**config.mk**
```make
export PLATFORM = sky130hd
export DESIGN_NAME = mix_in_unit
export DESIGN_NICKNAME = d
export VERILOG_FILES = /design/src/rtl/mix_io_pkg.sv /design/src/rtl/uart_rx.sv /design/src/rtl/mix_in_unit.sv
export SDC_FILE = /design/constraint.sdc
export NUM_CORES = 1
export LEC_CHECK = 0
export ABC_AREA = 1
export BUFFER_PORTS_ARGS = -buffer_cell sky130_fd_sc_hd__buf_2
export CORE_UTILIZATION = 60
export CTS_BUF_LIST = sky130_fd_sc_hd__clkbuf_8
export CTS_CLUSTER_SIZE = 30
export DETAILED_ROUTE_END_ITERATION = 10
export HOLD_SLACK_MARGIN = 0.15
export PLACE_DENSITY_LB_ADDON = 0.08
export SETUP_SLACK_MARGIN = 0.4
export SYNTH_ARGS = -nofsm -noshare
export SYNTH_HDL_FRONTEND = slang
export SYNTH_SLANG_ARGS = --single-unit
```
**constraint.sdc**
```tcl
create_clock -name clk -period 2.77 [get_ports clk]
set_input_delay 0.554 -clock clk [delete_from_list [all_inputs] [get_ports clk]]
set_output_delay 0.554 -clock clk [all_outputs]
set_load 0.05 [all_outputs]
```
**src/rtl/mix_io_pkg.sv**
```systemverilog
// Shared constants, FSM state encodings and the ASCII -> MIX character code map for the IN unit.
// Optional build macro MIX_IN_LOWERCASE_EN folds ASCII a-z onto the A-Z codes.
package mix_io_pkg;

  localparam int MIX_CARD_UNIT  = 16;
  localparam int MIX_TERM_UNIT  = 19;
  localparam int MIX_CARD_WORDS = 16;
  localparam int MIX_TERM_WORDS = 14;

  localparam logic [5:0] MIX_SPACE = 6'd0;
  localparam logic [7:0] ASCII_LF  = 8'd10;
  localparam logic [7:0] ASCII_CR  = 8'd13;

  typedef enum logic [2:0] {
    S_IDLE  = 3'd0,
    S_RECV  = 3'd1,
    S_PAD   = 3'd2,
    S_SKIP  = 3'd3,
    S_FLUSH = 3'd4
  } in_state_t;

  typedef enum logic [1:0] {
    RX_IDLE  = 2'd0,
    RX_START = 2'd1,
    RX_DATA  = 2'd2,
    RX_STOP  = 2'd3
  } rx_state_t;

  // Inverse of the character output table; anything without a MIX glyph becomes a space.
  function automatic logic [5:0] ascii_to_mix(input logic [7:0] ch);
    logic [7:0] c;
    logic [5:0] code;
    c = ch;
`ifdef MIX_IN_LOWERCASE_EN
    if (ch >= 8'd97 && ch <= 8'd122) c = ch - 8'd32;
    else c = ch;
`endif
    code = MIX_SPACE;
    if (c >= 8'd65 && c <= 8'd73)      code = 6'(c - 8'd64);
    else if (c >= 8'd74 && c <= 8'd82) code = 6'(c - 8'd63);
    else if (c >= 8'd83 && c <= 8'd90) code = 6'(c - 8'd61);
    else if (c >= 8'd48 && c <= 8'd57) code = 6'(c - 8'd18);
    else begin
      case (c)
        8'd46:   code = 6'd40;
        8'd44:   code = 6'd41;
        8'd40:   code = 6'd42;
        8'd41:   code = 6'd43;
        8'd43:   code = 6'd44;
        8'd45:   code = 6'd45;
        8'd42:   code = 6'd46;
        8'd47:   code = 6'd47;
        8'd61:   code = 6'd48;
        8'd36:   code = 6'd49;
        8'd60:   code = 6'd50;
        8'd62:   code = 6'd51;
        8'd64:   code = 6'd52;
        8'd59:   code = 6'd53;
        8'd58:   code = 6'd54;
        8'd39:   code = 6'd55;
        default: code = MIX_SPACE;
      endcase
    end
    return code;
  endfunction

endpackage

```
**src/rtl/uart_rx.sv**
```systemverilog
// 8N1 UART receiver: two-flop synchroniser, mid-bit sampling, one-cycle valid strobe.
// A low stop bit is treated as a framing error and the byte is dropped.
module uart_rx
  import mix_io_pkg::*;
#(
  parameter int CLKS_PER_BIT = 104
) (
  input  logic       clk,
  input  logic       reset,
  input  logic       i_rx,
  output logic [7:0] o_data,
  output logic       o_valid
);

  localparam int CNT_W = $clog2(CLKS_PER_BIT + 1);
  localparam logic [CNT_W-1:0] FULL_LAST = CNT_W'(CLKS_PER_BIT - 1);
  localparam logic [CNT_W-1:0] HALF_LAST = CNT_W'(CLKS_PER_BIT / 2 - 1);

  logic            r_sync1, r_sync2;
  rx_state_t       r_state, w_state_nxt;
  logic [CNT_W-1:0] r_cnt, w_cnt_nxt;
  logic [2:0]      r_bit, w_bit_nxt;
  logic [7:0]      r_shift, w_shift_nxt;
  logic [7:0]      r_data, w_data_nxt;
  logic            r_valid, w_valid_nxt;

  always_comb begin
    w_state_nxt = r_state;
    w_cnt_nxt   = r_cnt;
    w_bit_nxt   = r_bit;
    w_shift_nxt = r_shift;
    w_data_nxt  = r_data;
    w_valid_nxt = 1'b0;
    case (r_state)
      RX_IDLE: begin
        w_cnt_nxt = '0;
        if (!r_sync2) w_state_nxt = RX_START;
        else          w_state_nxt = RX_IDLE;
      end
      RX_START: begin
        if (r_cnt == HALF_LAST) begin
          w_cnt_nxt = '0;
          w_bit_nxt = 3'd0;
          // a start bit that has gone high again by mid-bit was a glitch
          if (!r_sync2) w_state_nxt = RX_DATA;
          else          w_state_nxt = RX_IDLE;
        end else begin
          w_cnt_nxt = r_cnt + 1'b1;
        end
      end
      RX_DATA: begin
        if (r_cnt == FULL_LAST) begin
          w_cnt_nxt   = '0;
          w_shift_nxt = {r_sync2, r_shift[7:1]};
          if (r_bit == 3'd7) w_state_nxt = RX_STOP;
          else               w_bit_nxt   = r_bit + 3'd1;
        end else begin
          w_cnt_nxt = r_cnt + 1'b1;
        end
      end
      RX_STOP: begin
        if (r_cnt == FULL_LAST) begin
          w_cnt_nxt   = '0;
          w_state_nxt = RX_IDLE;
          if (r_sync2) begin
            w_data_nxt  = r_shift;
            w_valid_nxt = 1'b1;
          end else begin
            w_valid_nxt = 1'b0;
          end
        end else begin
          w_cnt_nxt = r_cnt + 1'b1;
        end
      end
      default: w_state_nxt = RX_IDLE;
    endcase
  end

  always_ff @(posedge clk) begin
    if (reset) begin
      r_sync1 <= 1'b1;
      r_sync2 <= 1'b1;
      r_state <= RX_IDLE;
      r_cnt   <= '0;
      r_bit   <= 3'd0;
      r_shift <= 8'd0;
      r_data  <= 8'd0;
      r_valid <= 1'b0;
    end else begin
      r_sync1 <= i_rx;
      r_sync2 <= r_sync1;
      r_state <= w_state_nxt;
      r_cnt   <= w_cnt_nxt;
      r_bit   <= w_bit_nxt;
      r_shift <= w_shift_nxt;
      r_data  <= w_data_nxt;
      r_valid <= w_valid_nxt;
    end
  end

  assign o_data  = r_data;
  assign o_valid = r_valid;

endmodule

```
**src/rtl/mix_in_unit.sv**
```systemverilog
// MIX IN device: serial ASCII in, 5 six-bit codes per 30-bit word, one block written per IN.
// Optional build macro MIX_IN_LOWERCASE_EN (see mix_io_pkg::ascii_to_mix).
module mix_in_unit
  import mix_io_pkg::*;
#(
  parameter int CLKS_PER_BIT = 104,
  parameter int CARD_UNIT    = MIX_CARD_UNIT,
  parameter int TERM_UNIT    = MIX_TERM_UNIT,
  parameter int CARD_WORDS   = MIX_CARD_WORDS,
  parameter int TERM_WORDS   = MIX_TERM_WORDS
) (
  input  logic        clk,
  input  logic        reset,
  input  logic        rx,
  input  logic        start,
  input  logic [5:0]  field,
  input  logic [11:0] addressin,
  output logic [11:0] addressout,
  output logic [29:0] out,
  output logic        store,
  input  logic        ack,
  output logic        stop,
  output logic        busy,
  output logic        overrun
);

  logic [7:0] w_byte;
  logic       w_byte_valid;
  logic [5:0] w_mapped;

  uart_rx #(.CLKS_PER_BIT(CLKS_PER_BIT)) u_rx (
    .clk     (clk),
    .reset   (reset),
    .i_rx    (rx),
    .o_data  (w_byte),
    .o_valid (w_byte_valid)
  );

  assign w_mapped = ascii_to_mix(w_byte);

  in_state_t   r_state, w_state_nxt;
  logic        r_is_term, w_is_term_nxt;
  logic [4:0]  r_wc, w_wc_nxt;
  logic [2:0]  r_cc, w_cc_nxt;
  logic [23:0] r_acc, w_acc_nxt;
  logic [29:0] r_out, w_out_nxt;
  logic        r_store, w_store_nxt;
  logic [11:0] r_addr, w_addr_nxt;
  logic        r_stop, w_stop_nxt;
  logic        r_busy, w_busy_nxt;
  logic        r_overrun, w_overrun_nxt;
  logic        r_pending, w_pending_nxt;
  logic [11:0] r_next_addr, w_next_addr_nxt;

  logic        w_push;
  logic [5:0]  w_code;
  logic [4:0]  w_nwords;
  logic        w_last_char;
  logic        w_word_done;

  assign w_nwords    = r_is_term ? 5'(TERM_WORDS) : 5'(CARD_WORDS);
  assign w_last_char = (r_cc == 3'd4) && ((r_wc + 5'd1) == w_nwords);

  always_comb begin
    w_state_nxt     = r_state;
    w_is_term_nxt   = r_is_term;
    w_wc_nxt        = r_wc;
    w_cc_nxt        = r_cc;
    w_acc_nxt       = r_acc;
    w_out_nxt       = r_out;
    w_store_nxt     = r_store;
    w_addr_nxt      = r_addr;
    w_stop_nxt      = 1'b0;
    w_busy_nxt      = r_busy;
    w_overrun_nxt   = r_overrun;
    w_pending_nxt   = r_pending;
    w_next_addr_nxt = r_next_addr;
    w_push          = 1'b0;
    w_code          = MIX_SPACE;
    w_word_done     = 1'b0;

    // An IN issued while busy is queued; the CPU stays blocked until this block ends.
    if (start && r_busy) begin
      w_pending_nxt   = 1'b1;
      w_next_addr_nxt = addressin;
    end else begin
      w_pending_nxt   = r_pending;
    end

    case (r_state)
      S_IDLE: begin
        if (start) begin
          w_stop_nxt = 1'b1;
          if (field == 6'(CARD_UNIT) || field == 6'(TERM_UNIT)) begin
            w_is_term_nxt = (field == 6'(TERM_UNIT));
            w_addr_nxt    = addressin;
            w_wc_nxt      = 5'd0;
            w_cc_nxt      = 3'd0;
            w_acc_nxt     = 24'd0;
            w_busy_nxt    = 1'b1;
            w_overrun_nxt = 1'b0;
            w_state_nxt   = S_RECV;
          end else begin
            w_busy_nxt    = 1'b0;
          end
        end else begin
          w_state_nxt = S_IDLE;
        end
      end
      S_RECV: begin
        if (w_byte_valid) begin
          if (w_byte == ASCII_LF) begin
            w_state_nxt = S_RECV;
          end else if (w_byte == ASCII_CR) begin
            if (r_cc != 3'd0 || r_wc < w_nwords) w_state_nxt = S_PAD;
            else                                 w_state_nxt = S_FLUSH;
          end else begin
            w_push = 1'b1;
            w_code = w_mapped;
            if (w_last_char) w_state_nxt = S_SKIP;
            else             w_state_nxt = S_RECV;
          end
        end else begin
          w_state_nxt = S_RECV;
        end
      end
      S_PAD: begin
        w_push = 1'b1;
        w_code = MIX_SPACE;
        if (w_last_char) w_state_nxt = S_FLUSH;
        else             w_state_nxt = S_PAD;
      end
      S_SKIP: begin
        if (w_byte_valid && w_byte == ASCII_CR) w_state_nxt = S_FLUSH;
        else                                    w_state_nxt = S_SKIP;
      end
      S_FLUSH: begin
        if (!r_store) begin
          if (w_pending_nxt) begin
            w_addr_nxt    = w_next_addr_nxt;
            w_wc_nxt      = 5'd0;
            w_cc_nxt      = 3'd0;
            w_pending_nxt = 1'b0;
            w_stop_nxt    = 1'b1;
            w_state_nxt   = S_RECV;
          end else begin
            w_busy_nxt    = 1'b0;
            w_state_nxt   = S_IDLE;
          end
        end else begin
          w_state_nxt = S_FLUSH;
        end
      end
      default: w_state_nxt = S_IDLE;
    endcase

    // Character packing; a completed word is dropped if the previous one is still unaccepted.
    if (w_push) begin
      if (r_cc == 3'd4) begin
        w_word_done = 1'b1;
        w_cc_nxt    = 3'd0;
        w_wc_nxt    = r_wc + 5'd1;
        if (!r_store || ack) begin
          w_out_nxt   = {r_acc, w_code};
          w_store_nxt = 1'b1;
        end else begin
          w_overrun_nxt = 1'b1;
        end
      end else begin
        w_acc_nxt = {r_acc[17:0], w_code};
        w_cc_nxt  = r_cc + 3'd1;
      end
    end else begin
      w_word_done = 1'b0;
    end

    if (r_store && ack) begin
      w_addr_nxt  = r_addr + 12'd1;
      w_store_nxt = w_word_done;
    end else begin
      w_addr_nxt  = w_addr_nxt;
    end
  end

  always_ff @(posedge clk) begin
    if (reset) begin
      r_state     <= S_IDLE;
      r_is_term   <= 1'b0;
      r_wc        <= 5'd0;
      r_cc        <= 3'd0;
      r_acc       <= 24'd0;
      r_out       <= 30'd0;
      r_store     <= 1'b0;
      r_addr      <= 12'd0;
      r_stop      <= 1'b0;
      r_busy      <= 1'b0;
      r_overrun   <= 1'b0;
      r_pending   <= 1'b0;
      r_next_addr <= 12'd0;
    end else begin
      r_state     <= w_state_nxt;
      r_is_term   <= w_is_term_nxt;
      r_wc        <= w_wc_nxt;
      r_cc        <= w_cc_nxt;
      r_acc       <= w_acc_nxt;
      r_out       <= w_out_nxt;
      r_store     <= w_store_nxt;
      r_addr      <= w_addr_nxt;
      r_stop      <= w_stop_nxt;
      r_busy      <= w_busy_nxt;
      r_overrun   <= w_overrun_nxt;
      r_pending   <= w_pending_nxt;
      r_next_addr <= w_next_addr_nxt;
    end
  end

  assign addressout = r_addr;
  assign out        = r_out;
  assign store      = r_store;
  assign stop       = r_stop;
  assign busy       = r_busy;
  assign overrun    = r_overrun;

endmodule

```
# Word level (Yosys, flattened, before mapping)
# Index checks and enable logic that the tools add are counted.
[op_classes]
add_sub_neg = 9
n_lt_le_gt_ge = 9
eq_ne = 49
mux = 91
bitwise = 2
n_reduce_logical = 34
[ops]
columns = ["operator", "count"]
rows = [
  ["== test 8 x 6 -> 1 bit, second input constant", 15],
  ["2-to-1 mux 24 bit", 5],
  ["one-hot mux 6 bit (16 select lines)", 1],
  ["2-to-1 mux 12 bit", 6],
  ["2-to-1 mux 3 bit", 18],
  ["2-to-1 mux 6 bit", 8],
  ["2-to-1 mux 5 bit", 7],
  ["2-to-1 mux 1 bit", 28],
  [">= comparator 8 x 7 -> 1 bit, second input constant", 3],
  ["less-or-equal comparator 8 x 7 -> 1 bit, second input constant", 3],
  ["one-hot mux 12 bit (2 select lines)", 1],
  ["!= test 3 bit, second input constant", 7],
  ["one-hot mux 7 bit (3 select lines)", 1],
  ["== test 8 x 4 -> 1 bit, second input constant", 2],
  ["one-hot mux 3 bit (5 select lines)", 1],
  ["2-to-1 mux 7 bit", 2],
  ["adder 12 x 1 -> 12 bit, second input constant", 1],
  ["== test 6 x 5 -> 1 bit, second input constant", 2],
  ["2-to-1 mux 2 bit", 6],
  ["one-hot mux 3 bit (2 select lines)", 2],
  ["AND reduction 3 bit", 4],
  ["AND reduction 4 bit", 3],
  ["subtractor 6 bit, second input constant", 2],
  ["one-hot mux 5 bit (2 select lines)", 1],
  ["other kinds (34)", 65],
]
[totals]
reg_bits = 126
inputBits = 23
out_inout_bits = 46
elab_cells = 215

# Depth between registers and ports, before layout
# Gate-level depths: netlist (run 1).
[depth]
ltp_word = 12
ltp_mapped = 15
mapped_depth_nobuf = 15

# Modules after synthesis
# Synthesis (run 1) repeated with hierarchy kept, for this count alone.
[unflattened]
cells_unflattened = 899
area_unflattened_um2 = 6467.5
[modules_own_cells]
columns = ["mod", "n_inst", "cells_each", "area_per_inst_um2", "seq_area_each_um2"]
rows = [
  ["mix_in_unit", 1, 739, 5176.2, 1901.8],
  ["uart_rx", 1, 160, 1291.2, 620.6],
]

# Least setup slack after synthesis (run 1)
# Ideal clock, no wire load.
[synth_timing]
kind = "reg2reg"
start = "register u_rx.r_data[1] (netlist: u_rx.o_data[1])"
end = "register r_out[20] (netlist: out[20])"
setup_time_ns = 0.116
arrival_ns = 2.063
required_time_ns = 2.654
path_slack_ns = 0.591
stages_incl_launch_ff = 14
path_buffers = 1
period_less_slack_ns = 2.179
path_cell_list = "dfxtp_1 -> inv_1 -> ha_1 -> nand3_2 -> nor2_2 -> nor3_4 -> nor2_4 -> nor2_4 -> inv_4 -> nor2_8 -> inv_2 -> buf_4 -> nor2_1 -> nor2_1"
[synth_between]
elab_chain_cells = 6
word_cells_on_any_way = 7
cone_classes = "eq/ne (2); mux (4); reduce/logical (1)"
[synth_rtl]
columns = ["item", "line", "text"]
rows = [
  ["from (decl)", "uart_rx.sv:24", "logic [7:0] r_data, w_data_nxt;"],
  ["from (signal assigned)", "uart_rx.sv:96", "r_data <= w_data_nxt;"],
  ["== test 8 x 4 -> 1 bit", "mix_in_unit.sv:114", "end else if (w_byte == ASCII_CR) begin"],
  ["2-to-1 mux 1 bit", "mix_in_unit.sv:114", ""],
  ["2-to-1 mux 1 bit *", "mix_in_unit.sv:112", "if (w_byte == ASCII_LF) begin"],
  ["2-to-1 mux 1 bit *", "mix_in_unit.sv:111", "if (w_byte_valid) begin"],
  ["one-hot mux 1 bit (2 select lines) *", "mix_in_unit.sv:90", "case (r_state)"],
  ["AND reduction 3 bit (no line) *", "n/a", ""],
  ["to (signal assigned)", "mix_in_unit.sv:206", "r_out <= w_out_nxt;"],
  ["to (decl)", "mix_in_unit.sv:46", "logic [29:0] r_out, w_out_nxt;"],
]
# Every way passes the cells marked *; elsewhere a longest branch is shown, timed or not.
# A chain may end at the register's enable or synchronous reset.

# Final worst setup path (run 1)
[layout_timing]
start = "register u_rx.r_data[0] (netlist: u_rx.o_data[0])"
end = "register r_out[4] (netlist: out[4])"
[layout_between]
elab_chain_cells = 10
word_cells_on_any_way = 48
cone_classes = "add/sub (4); order compare (8); eq/ne (18); mux (13); reduce/logical (5)"
[layout_rtl]
columns = ["item", "line", "text"]
rows = [
  [">= comparator 8 x 6 -> 1 bit, or another cell as far along", "mix_io_pkg.sv:42", "else if (c >= 8'd48 && c <= 8'd57) code = 6'(c - 8'd18);"],
  ["logical AND 1 bit / one-hot mux 6 bit (16 select lines) (equally long branches)", "mix_io_pkg.sv:42, mix_io_pkg.sv:44", ""],
  ["2-to-1 mux 6 bit", "mix_io_pkg.sv:42", ""],
  ["2-to-1 mux 6 bit", "mix_io_pkg.sv:41", "else if (c >= 8'd83 && c <= 8'd90) code = 6'(c - 8'd61);"],
  ["2-to-1 mux 6 bit", "mix_io_pkg.sv:40", "else if (c >= 8'd74 && c <= 8'd82) code = 6'(c - 8'd63);"],
  ["2-to-1 mux 6 bit", "mix_io_pkg.sv:39", "if (c >= 8'd65 && c <= 8'd73) code = 6'(c - 8'd64);"],
  ["2-to-1 mux 6 bit", "mix_in_unit.sv:114", ""],
  ["2-to-1 mux 6 bit", "mix_in_unit.sv:112", ""],
  ["2-to-1 mux 6 bit", "mix_in_unit.sv:111", ""],
  ["2-to-1 mux 6 bit", "mix_in_unit.sv:90", ""],
]
# Several ways; a longest one is shown, not always the timed one.

==> reports/results.txt, run 1 <==
Data arrival time of the critical path -> 2.58 ns
Hold path startpoint -> rx
# diodes -> 0
Vias per cell -> 5.504
Main synth FF type -> dfxtp_1
Port buffer count -> 68
Hold Crit Class -> in2reg
Largest delay share family, worst path -> simple AND/OR/NAND/NOR gates
Async SR Flop Fraction -> 0
CTS Root Cell -> clkbuf_8
CTS clk-pin slew, worst paths -> 0.08 ns
P&R area growth vs syn -> 14.10%
Peak VDD IR -> 0.0003105 V
Synthesis Warnings -> 0
Pwr/cell area -> 498.8 nW/um^2
Fill cell count -> 835
CTS sink cnt -> 126
Global-route wire length before repair -> 25.32 mm
Antenna violations before repair -> 0
Final critical-path required period -> 2.205 ns
Proportion of layout cells with a drive suffix above 1 -> 0.1437
Buf/Inv on CP -> 3
Initial core utilization -> 0.6311
Area leader, netlist -> dfxtp_1
Crit path capture type -> register
CTS tree -> yes
Startpoint types -> register
Total CTS buffers -> 17
TritonRoute pass-1 iters -> 5
Cell variety after synth -> 46
Layout Skew -> 0.01475 ns
Slew @ Worst Pin -> 0.7074 ns
Vias in the first global route -> 5463
R2r endpoint -> out[4]
Mean Syn Cell Area -> 7.075 sq um
Placer Congestion -> 0.9303
Detailed Route WL -> 15.12 mm
Die width -> 104.3 microns
Setup_tns -> 0 ns
F_max -> 453.4 MHz
Cts hold-fix bufs -> 0
LEAKAGE -> 3.290 nW
Simple-Gate Fraction of Synth Area -> 0.2452
Endpoints failing hold -> 0
Worst path cell trace -> inv_1 > ha_1 > nand3_2 > nor2_1 > nor3_4 > nor2_4 > nor2_4 > inv_4 > nor2_8 > buf_12 > o21ai_0 > a21oi_1
Iter 0 DRT Violations -> 371
Hold WS -> 0.2917 ns
Area share of the largest cell type after synthesis -> 0.4015
Hold Path Stages -> 2
DIE AREA -> 10880 sq um
Seq/Total Area, Yosys -> 0.4015
Largest stage delay on the critical path -> 0.42 ns
RSZ-0062 raised after global routing -> false
# setup viols final -> 0
Mapped Cells -> 888
Grt total ovfl -> 0
Routed len/inst -> 13.75 microns
Leading post-synthesis cells by cell area -> dfxtp_1 (40%), nor2_1 (9.0%), nand2_1 (8.7%), o21ai_0 (8.0%), a21oi_1 (6.9%)
Slew HR -> 0.5279
DRC viols -> 0
Post-synthesis mux area share -> 0.01593
Number of enable flip-flop cells after synthesis -> 0
Mapped Nets -> 931
Power, Total -> 3.576 mW
WS Path Type -> reg2reg
CTS max path bufs -> 2
Overall routing resource usage -> 0.2855
Most frequent CP cell -> nor2_4
R2R Setup Slk -> 0.56 ns
Post-DP HPWL -> 10.57 mm
Vert. Die Dim -> 104.3 microns
WHS Endpoint -> u_rx.r_sync1
Total core area -> 9955 sq um
Reg2Reg Depth -> 12
Synthesis-stage register bit count -> 126
FP Rows -> 36
Status -> completed
Largest net degree at the start of global routing -> 75
# H-tree levels -> 4
I/O pin count -> 69
Via count -> 6054
Fin crit share -> 0.7962
Mapped cell area -> 6282 sq um
Worst reg2reg path startpoint -> u_rx.o_data[0]
Xor/xnor share of the synthesized area -> 0.02370
Final Max Slew Viols -> 0
Synth Area in Compound Gates -> 0.1942
Most frequent cells after synthesis -> nor2_1 (150), nand2_1 (146), dfxtp_1 (126)
Slowest CP cell -> dfxtp_2
# Max-Cap Violations -> 0
Nets@finish -> 998
Adder-cell share of the synthesized area -> 0.03983
Largest family of logic cells by synthesized area -> simple AND/OR/NAND/NOR gates
Worst-path fanout max -> 32
Most common cell in the netlist -> nor2_1
Detail Route Antenna Nets -> 0
Req. time, crit path -> 3.15 ns
Clock latency on the worst-skew pair -> 0.45 ns
## worst register-to-register path: stages, from the launching register on
cell     delay (ns)
dfxtp_2        0.42
inv_1          0.13
ha_1           0.26
nand3_2        0.12
nor2_1         0.09
nor3_4         0.18
nor2_4         0.07
nor2_4         0.17
inv_4          0.09
nor2_8         0.18
buf_12         0.19
o21ai_0        0.10
a21oi_1        0.16
## worst max-delay path by stage
stage / slack, ns / depth (start not counted) / end / start
after floorplan: 0.59 / 13 / out[20] / u_rx.o_data[1]
after global placement: 0.39 / 12 / out[10] / u_rx.o_data[0]
after detailed placement: 0.21 / 12 / out[4] / u_rx.o_data[0]
after CTS: 0.48 / 12 / out[6] / u_rx.o_data[0]
after global routing: 0.38 / 12 / out[6] / u_rx.o_data[0]
final: 0.56 / 12 / out[4] / u_rx.o_data[0]
## repair_timing
| action | CTS | global route |
|---|---|---|
| endpoints found under the setup margin | 47 | 30 |
| pin swaps | 1 | 1 |
| resized for setup | 1 | 6 |
| buffers inserted | 1 | 3 |
## report_power, final
group / total, mW / internal, mW / switching [mW]
combinational: 0.166 / 0.0497 / 0.117
clock: 1.57 / 0.821 / 0.751
sequential: 1.84 / 1.82 / 0.0130
## cells in the final DEF, fill, tap and decap left out, types with 6 or more instances in the layout
master    Yosys  routed
a211oi_1     14      14
a21oi_1      86      86
buf_2        11      68
buf_4         4      16
clkbuf_8      0      18
dfxtp_1     126     124
ha_1         20      18
inv_1        84      85
mux2i_1      10      10
nand2_1     146     146
nand3_1      31      30
nand4_1      10      10
nor2_1      150     149
nor3_1        7       7
o211ai_1      6       6
o21ai_0     101     100
xnor2_1       6       6
xor2_1       11      11
## sequential cells by signal, indices dropped and copies added, names as in the netlist, 3 cells and up, named ones only
| signal | flops |
|---|---|
| addressout | 12 |
| out | 30 |
| r_acc | 24 |
| r_cc | 3 |
| r_next_addr | 12 |
| r_state | 3 |
| r_wc | 5 |
| u_rx.o_data | 8 |
| u_rx.r_bit | 3 |
| u_rx.r_cnt | 7 |
| u_rx.r_shift | 8 |
## logic make-up (layout without fill, tap and decap cells)
group	count (synthesis)	count (layout)
XOR/XNOR	17	17
AO/OA/AOI/OAI	226	226
buffers and inverters	125	204
multiplexers	10	10
AND/OR/NAND/NOR	364	364
flip-flops	126	126
adder cells (fa/ha/maj)	20	20
## per-layer routing
| metal | share of wire | track usage | vias to the layer above |
|---|---|---|---|
| met5 | 0 | 0 | - |
| met4 | 0.019 | 0.1153 | 0 |
| met3 | 0.061 | 0.04762 | 33 |
| met2 | 0.46 | 0.4574 | 207 |
| met1 | 0.46 | 0.3812 | 2752 |
| li1 | - | - | 3062 |
## cell type report
class | instances | area (sq um) | share of cell area
clock inverters | 13 | 138.9 | 0.01938
well taps | 133 | 166.4 | 0.02322
flip-flops and latches | 126 | 2525 | 0.3522
inverters | 88 | 332.8 | 0.04643
multi-input cells | 637 | 3277 | 0.4571
clock buffers | 18 | 247.7 | 0.03456
repair buffers | 85 | 480.5 | 0.06703
## metrics by stage
stage          cells  area [sq um]    util  setup WS, ns
3_5_place_dp    1065          6734  0.6765        0.2069
4_1_cts         1097          7129  0.7162        0.4798
5_1_grt         1100          7168  0.7201        0.3810
6_report        1100          7168  0.7201        0.5645
2_1_floorplan    888          6282       -        0.5907
3_3_place_gp    1065          6734  0.6765        0.3921
No activity file was read; power rests on OpenSTA's default activity.
==> run 2: changes to the inputs <==
- CORE_UTILIZATION: 60 -> 55
- clock period: 2.77 -> 1.85 ns (I/O delays scaled with it)
==> reports/results.txt, run 2 (synthesis results as in run 1) <==
CTS clk-pin slew, worst paths -> 0.08 ns (about the same)
# setup viols final -> 60 (+60)
Startpoint types -> register
Max FFs per register -> 30 (unchanged)
Via count -> 7496 (+24%)
Area after DPL -> 7322 sq um (+8.7%)
CTS max path bufs -> 2 (unchanged)
Final critical-path required period -> 2.060 ns (-0.1454 ns)
Antenna violations before repair -> 0 (unchanged)
Slew @ Worst Pin -> 0.6998 ns (-0.007615 ns)
CTS Root Cell -> clkbuf_8
Initial core utilization -> 0.5720 (-0.05910)
Crit path capture type -> register
Grt total ovfl -> 0 (unchanged)
Die width -> 108.9 microns (+4.4%)
Pwr/cell area -> 572.9 nW/um^2 (+15%)
Failing checks -> negative setup slack
Hold WS -> 0.2351 ns (-0.05656 ns)
Routed len/inst -> 20.71 microns (+51%)
F_max -> 485.4 MHz (+7.1%)
I/O pin count -> 69 (unchanged)
Detail Route Antenna Nets -> 0 (unchanged)
Peak VDD IR -> 0.0008817 V (+180%)
Fin crit share -> 1.114 (+0.3173)
Status -> finished with violations
Overall routing resource usage -> 0.3368 (+0.05136)
# H-tree levels -> 4 (unchanged)
Most common library cell in the layout ignoring fill and taps -> nand2_1
RSZ-0062 raised after global routing -> true
Clock latency on the worst-skew pair -> 0.46 ns (about the same)
Detailed Route WL -> 25.47 mm (+68%)
WS Path Type -> reg2reg
Power, Total -> 5.697 mW (+59%)
DIE AREA -> 11850 sq um (+8.9%)
# Max-Cap Violations -> 0 (unchanged)
TritonRoute pass-1 iters -> 6 (+1)
Slew HR -> 0.5329 (+0.005082)
Total CTS buffers -> 17 (unchanged)
Hold Crit Class -> in2reg
CTS tree -> yes
Final Max Slew Viols -> 0 (unchanged)
R2R Setup Slk -> -0.21 ns (-0.77 ns)
Final setup margin -> -0.2100 ns (-0.7746 ns)
Port buffer count -> 68 (unchanged)
Iter 0 DRT Violations -> 853 (+130%)
Req. time, crit path -> 2.22 ns (-0.93 ns)
DRC viols -> 0 (unchanged)
Global-route wire length before repair -> 30.95 mm (+22%)
Slowest CP cell -> nor2_1
FP Rows -> 38 (+5.6%)
Worst-path fanout max -> 4 (-88%)
Proportion of layout cells with a drive suffix above 1 -> 0.4505 (+0.3067)
Vias per cell -> 6.094 (+11%)
Nets@finish -> 1120 (+12%)
Vias in the first global route -> 6643 (+22%)
Data arrival time of the critical path -> 2.43 ns (-0.15 ns)
Vert. Die Dim -> 108.9 microns (+4.4%)
Commonest non-fill, non-tap cells in the layout -> nand2_1 (117), nor2_1 (102), dfxtp_1 (93), buf_4 (90), inv_1 (71)
Post-DP HPWL -> 11.77 mm (+11%)
Largest net degree at the start of global routing -> 62 (-17%)
# diodes -> 0 (unchanged)
P&R area growth vs syn -> 58.30%
Setup_tns -> -6.456 ns (-6.456 ns)
Largest stage delay on the critical path -> 0.44 ns (+0.02 ns)
Worst path cell trace -> ha_4 > inv_1 > nor2_1 > nand2_1 > o21ai_2 > nand3_2 > o21ai_0 > nand3_1 > a21oi_1
LEAKAGE -> 4.270 nW (+30%)
Placer Congestion -> 0.9009 (-3.2%)
Finished Cell Area -> 9945 sq um (+39%)
Total core area -> 10980 sq um (+10%)
CTS sink cnt -> 126 (unchanged)
Endpoints failing hold -> 0 (unchanged)
Layout Skew -> 0.01569 ns (+0.0009437 ns)
## run 2: cell types whose count changed in the layout (fill, tap and decap cells not counted), sizes merged
cell,before,now
clkbuf,18,38
clkinvlp,1,2
clkinv,7,10
buf,85,181
inv,91,90
bufinv,2,3
dlygate4sd3,0,1
nand2,147,149
## run 2: worst paths after layout
kind | cells past startpoint | end | from
worst max-delay path | 9 | r_state[1] | r_wc[0]
worst min-delay path | 3 | r_next_addr[0] | addressin[0]
worst max register to register | 9 | r_state[1] | r_wc[0]
worst min register to register | 1 | u_rx.r_sync2 | u_rx.r_sync1
## run 2: final cells by class
type	instances	area (sq um)
Fill cell	450	1039
Timing Repair Buffer	203	1987
Tap cell	140	175.2
Sequential cell	126	2599
Timing Repair inverter	2	15.01
Clock inverter	15	172.7
Clock buffer	17	234.0
Multi-Input combinational cell	639	4379
Inverter	88	382.9
## run 2: timing repair
item / 4_1_cts / 5_1_grt
setup buffers: 40 / 26
endpoints found under the hold margin: 1 / 0
hold buffers: 1 / 0
endpoints found under the setup margin: 120 / 133
resized for setup: 197 / 242
pin swaps: 28 / 42
cloned: 9 / 8
## run 2: per-layer routing
| metal | global-route usage | part of all wire | vias to the layer above |
|---|---|---|---|
| li1 | - | - | 3329 |
| met1 | 0.3863 | 0.36 | 3538 |
| met2 | 0.5777 | 0.49 | 475 |
| met3 | 0.06993 | 0.084 | 154 |
| met4 | 0.1950 | 0.065 | 0 |
| met5 | 0 | 0 | - |
## run 2: per-stage QoR
stage | setup slack [ns] | utilization | std cells
global placement | -0.02382 | 0.6667 | 1114
CTS | -0.01571 | 0.8099 | 1196
finish | -0.2100 | 0.9054 | 1230
detailed placement | -0.1358 | 0.6667 | 1114
floorplan | -0.05566 | - | 888
global route | -0.2908 | 0.9054 | 1230
## run 2: report_power, final
part	switching (mW)	leakage (nW)	internal (mW)
Sequential	0.0301	1.04	2.72
Clock	1.20	0.205	1.33
Combinational	0.277	3.03	0.151
Total	1.50	4.27	4.19
## run 2: worst max-delay path, delay by kind of cell (launching register included)
family | cells | cell delay, ns
buffers and inverters | 1 | 0.07
AND/OR/NAND/NOR | 4 | 0.80
adder cells (fa/ha/maj) | 1 | 0.29
flip-flops | 1 | 0.37
AO/OA/AOI/OAI | 3 | 0.45
